`src/rtl/imm_decode_stage.sv`:
```
// Immediate-decode pipeline stage between fetch and execute.
// Classifies each instruction into R/I/S/B/U/J (optionally Z) format and registers
// the sign-extended immediate, format code and illegal-opcode flag behind a
// valid/ready handshake. SKID=1 adds a second entry so in_ready is a flop output.
// Optional feature macro: IMMGEN_ZICSR_EN (CSR immediate instructions decode as Z format).
module imm_decode_stage #(
  parameter int unsigned XLEN = 32,
  parameter int unsigned SKID = 1
) (
  input  logic            clk,
  input  logic            reset,
  input  logic            flush,
  input  logic            in_valid,
  output logic            in_ready,
  input  logic [31:0]     in_instr,
  input  logic [XLEN-1:0] in_pc,
  output logic            out_valid,
  input  logic            out_ready,
  output logic [31:0]     out_instr,
  output logic [XLEN-1:0] out_pc,
  output logic [XLEN-1:0] out_imm,
  output logic [2:0]      out_fmt,
  output logic            out_illegal
);

  localparam logic [2:0] FmtR   = 3'd0;
  localparam logic [2:0] FmtI   = 3'd1;
  localparam logic [2:0] FmtS   = 3'd2;
  localparam logic [2:0] FmtB   = 3'd3;
  localparam logic [2:0] FmtU   = 3'd4;
  localparam logic [2:0] FmtJ   = 3'd5;
  localparam logic [2:0] FmtZ   = 3'd6;
  localparam logic [2:0] FmtIll = 3'd7;

  typedef struct packed {
    logic [31:0]     instr;
    logic [XLEN-1:0] pc;
    logic [XLEN-1:0] imm;
    logic [2:0]      fmt;
    logic            illegal;
  } entry_t;

  entry_t          dec;
  entry_t          out_q, out_d;
  entry_t          skid_q, skid_d;
  logic            out_valid_q, out_valid_d;
  logic            skid_valid_q, skid_valid_d;
  logic [XLEN-1:0] imm;
  logic [2:0]      fmt;
  logic            accept;

  // Decode the incoming word; imm starts as all sign bits and the low field is overlaid
  always_comb begin
    imm = {XLEN{in_instr[31]}};
    fmt = FmtIll;
    unique case (in_instr[6:0])
      7'b0000011, 7'b0010011, 7'b1100111: begin
        fmt       = FmtI;
        imm[11:0] = in_instr[31:20];
      end
      7'b1110011: begin
`ifdef IMMGEN_ZICSR_EN
        // CSR*I forms carry a 5-bit unsigned immediate in the rs1 field
        if (in_instr[14]) begin
          fmt      = FmtZ;
          imm      = '0;
          imm[4:0] = in_instr[19:15];
        end else begin
          fmt       = FmtI;
          imm[11:0] = in_instr[31:20];
        end
`else
        fmt       = FmtI;
        imm[11:0] = in_instr[31:20];
`endif
      end
      7'b0100011: begin
        fmt       = FmtS;
        imm[11:0] = {in_instr[31:25], in_instr[11:7]};
      end
      7'b1100011: begin
        fmt       = FmtB;
        imm[12:0] = {in_instr[31], in_instr[7], in_instr[30:25], in_instr[11:8], 1'b0};
      end
      7'b0110111, 7'b0010111: begin
        fmt       = FmtU;
        imm[31:0] = {in_instr[31:12], 12'b0};
      end
      7'b1101111: begin
        fmt       = FmtJ;
        imm[20:0] = {in_instr[31], in_instr[19:12], in_instr[20], in_instr[30:21], 1'b0};
      end
      7'b0110011: begin
        fmt = FmtR;
        imm = '0;
      end
      default: begin
        fmt = FmtIll;
        imm = '0;
      end
    endcase
    dec.instr   = in_instr;
    dec.pc      = in_pc;
    dec.imm     = imm;
    dec.fmt     = fmt;
    dec.illegal = (fmt == FmtIll);
  end

  assign in_ready = (SKID != 0) ? !skid_valid_q : (!out_valid_q || out_ready);
  assign accept   = in_valid && in_ready && !flush;

  // Next-state: refill the output slot from the skid first so order stays FIFO
  always_comb begin
    out_d        = out_q;
    skid_d       = skid_q;
    out_valid_d  = out_valid_q;
    skid_valid_d = skid_valid_q;
    if (flush) begin
      out_valid_d  = 1'b0;
      skid_valid_d = 1'b0;
    end else if (!out_valid_q || out_ready) begin
      if (skid_valid_q) begin
        out_d        = skid_q;
        out_valid_d  = 1'b1;
        skid_valid_d = 1'b0;
        if (accept) begin
          skid_d       = dec;
          skid_valid_d = 1'b1;
        end
      end else if (accept) begin
        out_d       = dec;
        out_valid_d = 1'b1;
      end else begin
        out_valid_d = 1'b0;
      end
    end else if (accept) begin
      // Only reachable with SKID=1: output stalled, park the new entry
      skid_d       = dec;
      skid_valid_d = 1'b1;
    end
  end

  // State registers with asynchronous clear
  always_ff @(posedge clk or posedge reset) begin
    if (reset) begin
      out_q        <= '0;
      skid_q       <= '0;
      out_valid_q  <= 1'b0;
      skid_valid_q <= 1'b0;
    end else begin
      out_q        <= out_d;
      skid_q       <= skid_d;
      out_valid_q  <= out_valid_d;
      skid_valid_q <= skid_valid_d;
    end
  end

  assign out_valid   = out_valid_q;
  assign out_instr   = out_q.instr;
  assign out_pc      = out_q.pc;
  assign out_imm     = out_q.imm;
  assign out_fmt     = out_q.fmt;
  assign out_illegal = out_q.illegal;

endmodule

```
`config.mk`:
```
export PLATFORM = sky130hd
export DESIGN_NAME = imm_decode_stage
export DESIGN_NICKNAME = d
export VERILOG_FILES = /design/src/rtl/imm_decode_stage.sv
export SDC_FILE = /design/constraint.sdc
export NUM_CORES = 1
export LEC_CHECK = 0
export BUFFER_PORTS_ARGS = -buffer_cell sky130_fd_sc_hd__buf_2
export CAP_MARGIN = 20
export CORE_MARGIN = 4
export CORE_UTILIZATION = 40
export CTS_CLUSTER_DIAMETER = 40
export DETAILED_ROUTE_END_ITERATION = 8
export PLACE_DENSITY = 0.6
export SYNTH_ARGS = -nofsm -noshare
export SYNTH_HDL_FRONTEND = slang
export SYNTH_SLANG_ARGS = --single-unit
```
`constraint.sdc`:
```
create_clock -name clk -period 9.52 [get_ports clk]
set_input_delay 1.904 -clock clk [delete_from_list [all_inputs] [get_ports clk]]
set_output_delay 1.904 -clock clk [all_outputs]
set_load 0.02 [all_outputs]
```
==> impl_metrics.tcl <==
set metrics [dict create \
    status "complete, no violations" \
    initial_utilization_pct 41.0 \
    grt_max_degree 129 \
    hp-class "reg2reg" \
    dieArea_um2 24900 \
    ys_ff_latch 202 \
    portBuffers 170 \
    dominantRegCellSynth "dfrtp_1" \
    drt_iter0_drc 459 \
    wl_mm 23.2 \
    p_total_w 0.00276 \
    drv_slew 0 \
    cts_num_sinks 202 \
    area_delta_synth_final_pct 24.1 \
    regArea_um2 5060 \
    setup_tns_ns 0 \
    fin_skew_ns 0.0176 \
    io_pins 171 \
    worstRegToRegCells 5 \
    whs_ns 0.466 \
    max-cap-violations 0 \
    crit_path_max_incr_delay_ns 0.79 \
    antenna_found_initial 2 \
    worstReg2RegEnd "out_imm[20]" \
    cts_resized 0 \
    tightest_slew_ns 0.992 \
    ys_seq_area_share_pct 56.2 \
    worst_path_max_delay_cell "buf_4" \
    nets 1159 \
    routabilityCongestion 0.747 \
    fin_crit_ns 3.98 \
    vias_per_cell 4.99 \
    cts_hold_buf 0 \
    crit_end "out_imm[20]" \
    ys_types 53 \
    leakage_nw 5.34 \
    end_kind "flop" \
    worstHoldStart "out_pc[16]" \
    hpwl_mm 14.4 \
    grt_pass1_wl_mm 37.7 \
    reg2reg_from "skid_valid_q" \
    synth_nets 1010 \
    path_clk_slew_ns 0.05 \
    synth_cells 941 \
    setup_viol 0 \
    die_h_um 158 \
    vdd_drop_max_v 0.000121 \
    dr.pass1.iters 5 \
    finalCritPeriodShare_pct 41.8 \
    die_w_um 158 \
    yosysWarnings 0 \
    grt_usage_pct 18.8 \
    drc 0 \
    synth_edf_count 0 \
    fillCellCount 2099 \
    crit_arrival_ns 4.39 \
    place_area_um2 9940 \
    postCtsSetupRepairBufs 0 \
    cts_tree "built" \
    first_global_vias 6992 \
    p_per_area_nw_per_um2 248 \
    fmax_ghz 0.251 \
    slew_headroom_pct 33.9 \
    clkLatencyLatePin_ns 0.49 \
    synth_largest_area_cell "dfrtp_1" \
    cts_buffers 36 \
    cp-start-kind "primary input" \
    crit_chain "buf_2, nor2b_1, or3_4, buf_4, nor3_1, a211oi_1" \
    wire_per_inst_um 16.6 \
    r2r_slack_ns 6.56 \
    cp-startpoint "out_ready" \
    hold_violations 0 \
    vias 6959 \
    rows 54 \
    crit_path_max_fanout 100 \
    yosys-top-cells-area "dfrtp_1 56%, nand2_1 13%, mux2i_1 8.1%" \
    cts_buffer_depth 3 \
    core-area_um2 22000 \
    netlist_area_um2 8990 \
    postRouteAntennaNets 0 \
    netlist.area_leader.share_pct 56.2 \
    stdcell_area_um2 11200 \
    syn_area_per_cell_um2 9.56 \
    htree_levels 2 \
    drive_gt1_share_pct 23.7 \
    path_class "in2reg" \
    async_flop_share_pct 100 \
    multi_input_area_um2 3560 \
    yosysMostFrequentCell "nand2_1" \
    grt_remaining_overflow 0 \
    synth_common_cells "320 x nand2_1, 202 x dfrtp_1, 82 x o21ai_0" \
    rsz0062_at_grt "false" \
    root_buffer "clkbuf_16" \
    cp.required_ns 9.93 \
]
## area by class of cell
cell class                      count  share of cell area (%)
Sequential cell                   202                    45.3
Multi-Input combinational cell    660                    31.9
Clock buffer                       42                    8.73
Timing Repair Buffer              179                    8.23
Tap cell                          280                    3.14
Clock inverter                     19                    2.20
Inverter                           11                   0.437
Antenna cell                        1                  0.0224
## worst min-delay path by stage
| stage | endpoint | slack, ns | cells after the start |
|---|---|---|---|
| 2_1_floorplan | skid_q[4] | 0.44 | 2 |
| 6_report | out_pc[16] | 0.47 | 2 |
| 4_1_cts | skid_q[4] | 0.47 | 2 |
| 3_3_place_gp | out_pc[12] | 0.46 | 2 |
| 3_5_place_dp | skid_q[4] | 0.46 | 2 |
| 5_1_grt | skid_q[95] | 0.48 | 2 |
## critical path: cells and delay by family
kind	cells	cell delay, ns
AOI/OAI and AO/OA	1	0.23
buffers and inverters	2	0.90
and+or+nand+nor	3	1.19
## per-layer routing
layer | GRT usage [%] | routed length [µm] | vias up
li1 | - | - | 3443
met1 | 26.1 | 10800 | 3300
met2 | 29.2 | 10400 | 174
met3 | 5.22 | 1540 | 38
met4 | 5.08 | 449 | 4
met5 | 0 | 20 | -
## flip-flops by register name (all words and copies together), names as in the netlist
register / count
out_imm: 32
out_illegal: 1
out_valid: 1
out_pc: 32
skid_valid_q: 1
skid_q: 100
out_instr: 32
out_fmt: 3
## per-stage QoR
step	worst slack (ns)	instances	util (%)
2_1_floorplan	2.11	941	-
3_3_place_gp	5.13	1332	45.3
3_5_place_dp	5.03	1332	45.3
4_1_cts	5.55	1393	50.8
5_1_grt	5.28	1393	50.8
6_report	5.54	1394	50.8
## cell usage in the layout, fill, tap and decap left out, types with 2 or more instances in the layout
master	Yosys	layout
a211o_1	8	8
a211oi_1	15	15
a211oi_2	2	2
a21oi_1	27	27
a21oi_2	2	2
a31o_2	2	2
a31oi_1	9	9
buf_2	30	170
buf_4	5	9
bufinv_16	0	5
clkbuf_1	25	2
clkbuf_16	0	37
clkbuf_8	0	3
clkinv_2	0	7
clkinv_4	0	5
dfrtp_1	202	201
inv_1	11	10
mux2_2	3	3
mux2i_1	73	73
nand2_1	320	319
nand2b_1	2	2
nand3_1	9	9
nand3b_1	2	2
nor2_1	40	40
nor2b_1	3	3
nor3_1	13	12
nor3_2	2	3
nor4_1	4	4
o211ai_1	7	7
o21ai_0	82	82
o21ai_1	3	3
o21bai_1	5	5
o31ai_1	2	2
## power by group
group | switching [W] | internal (W) | leakage, nW
Sequential | 0.0000807 | 0.00101 | 2.53
Clock | 0.000426 | 0.000865 | 0.603
Combinational | 0.000243 | 0.000136 | 2.21
## cells by family (layout without fill, tap and decap cells)
logic type / count (synthesis) / in the layout / share of synthesized area (%)
muxes: 76 / 76 / 8.50
and+or+nand+nor: 412 / 412 / 19.1
AOI/OAI and AO/OA: 171 / 171 / 11.6
xor gates and xnor gates: 1 / 1 / 0.0974
buffers and inverters: 79 / 251 / 4.51
DFF: 202 / 202 / 56.2
other: 0 / 1 / 0
Note: power is estimated with default switching activity, not from simulation.
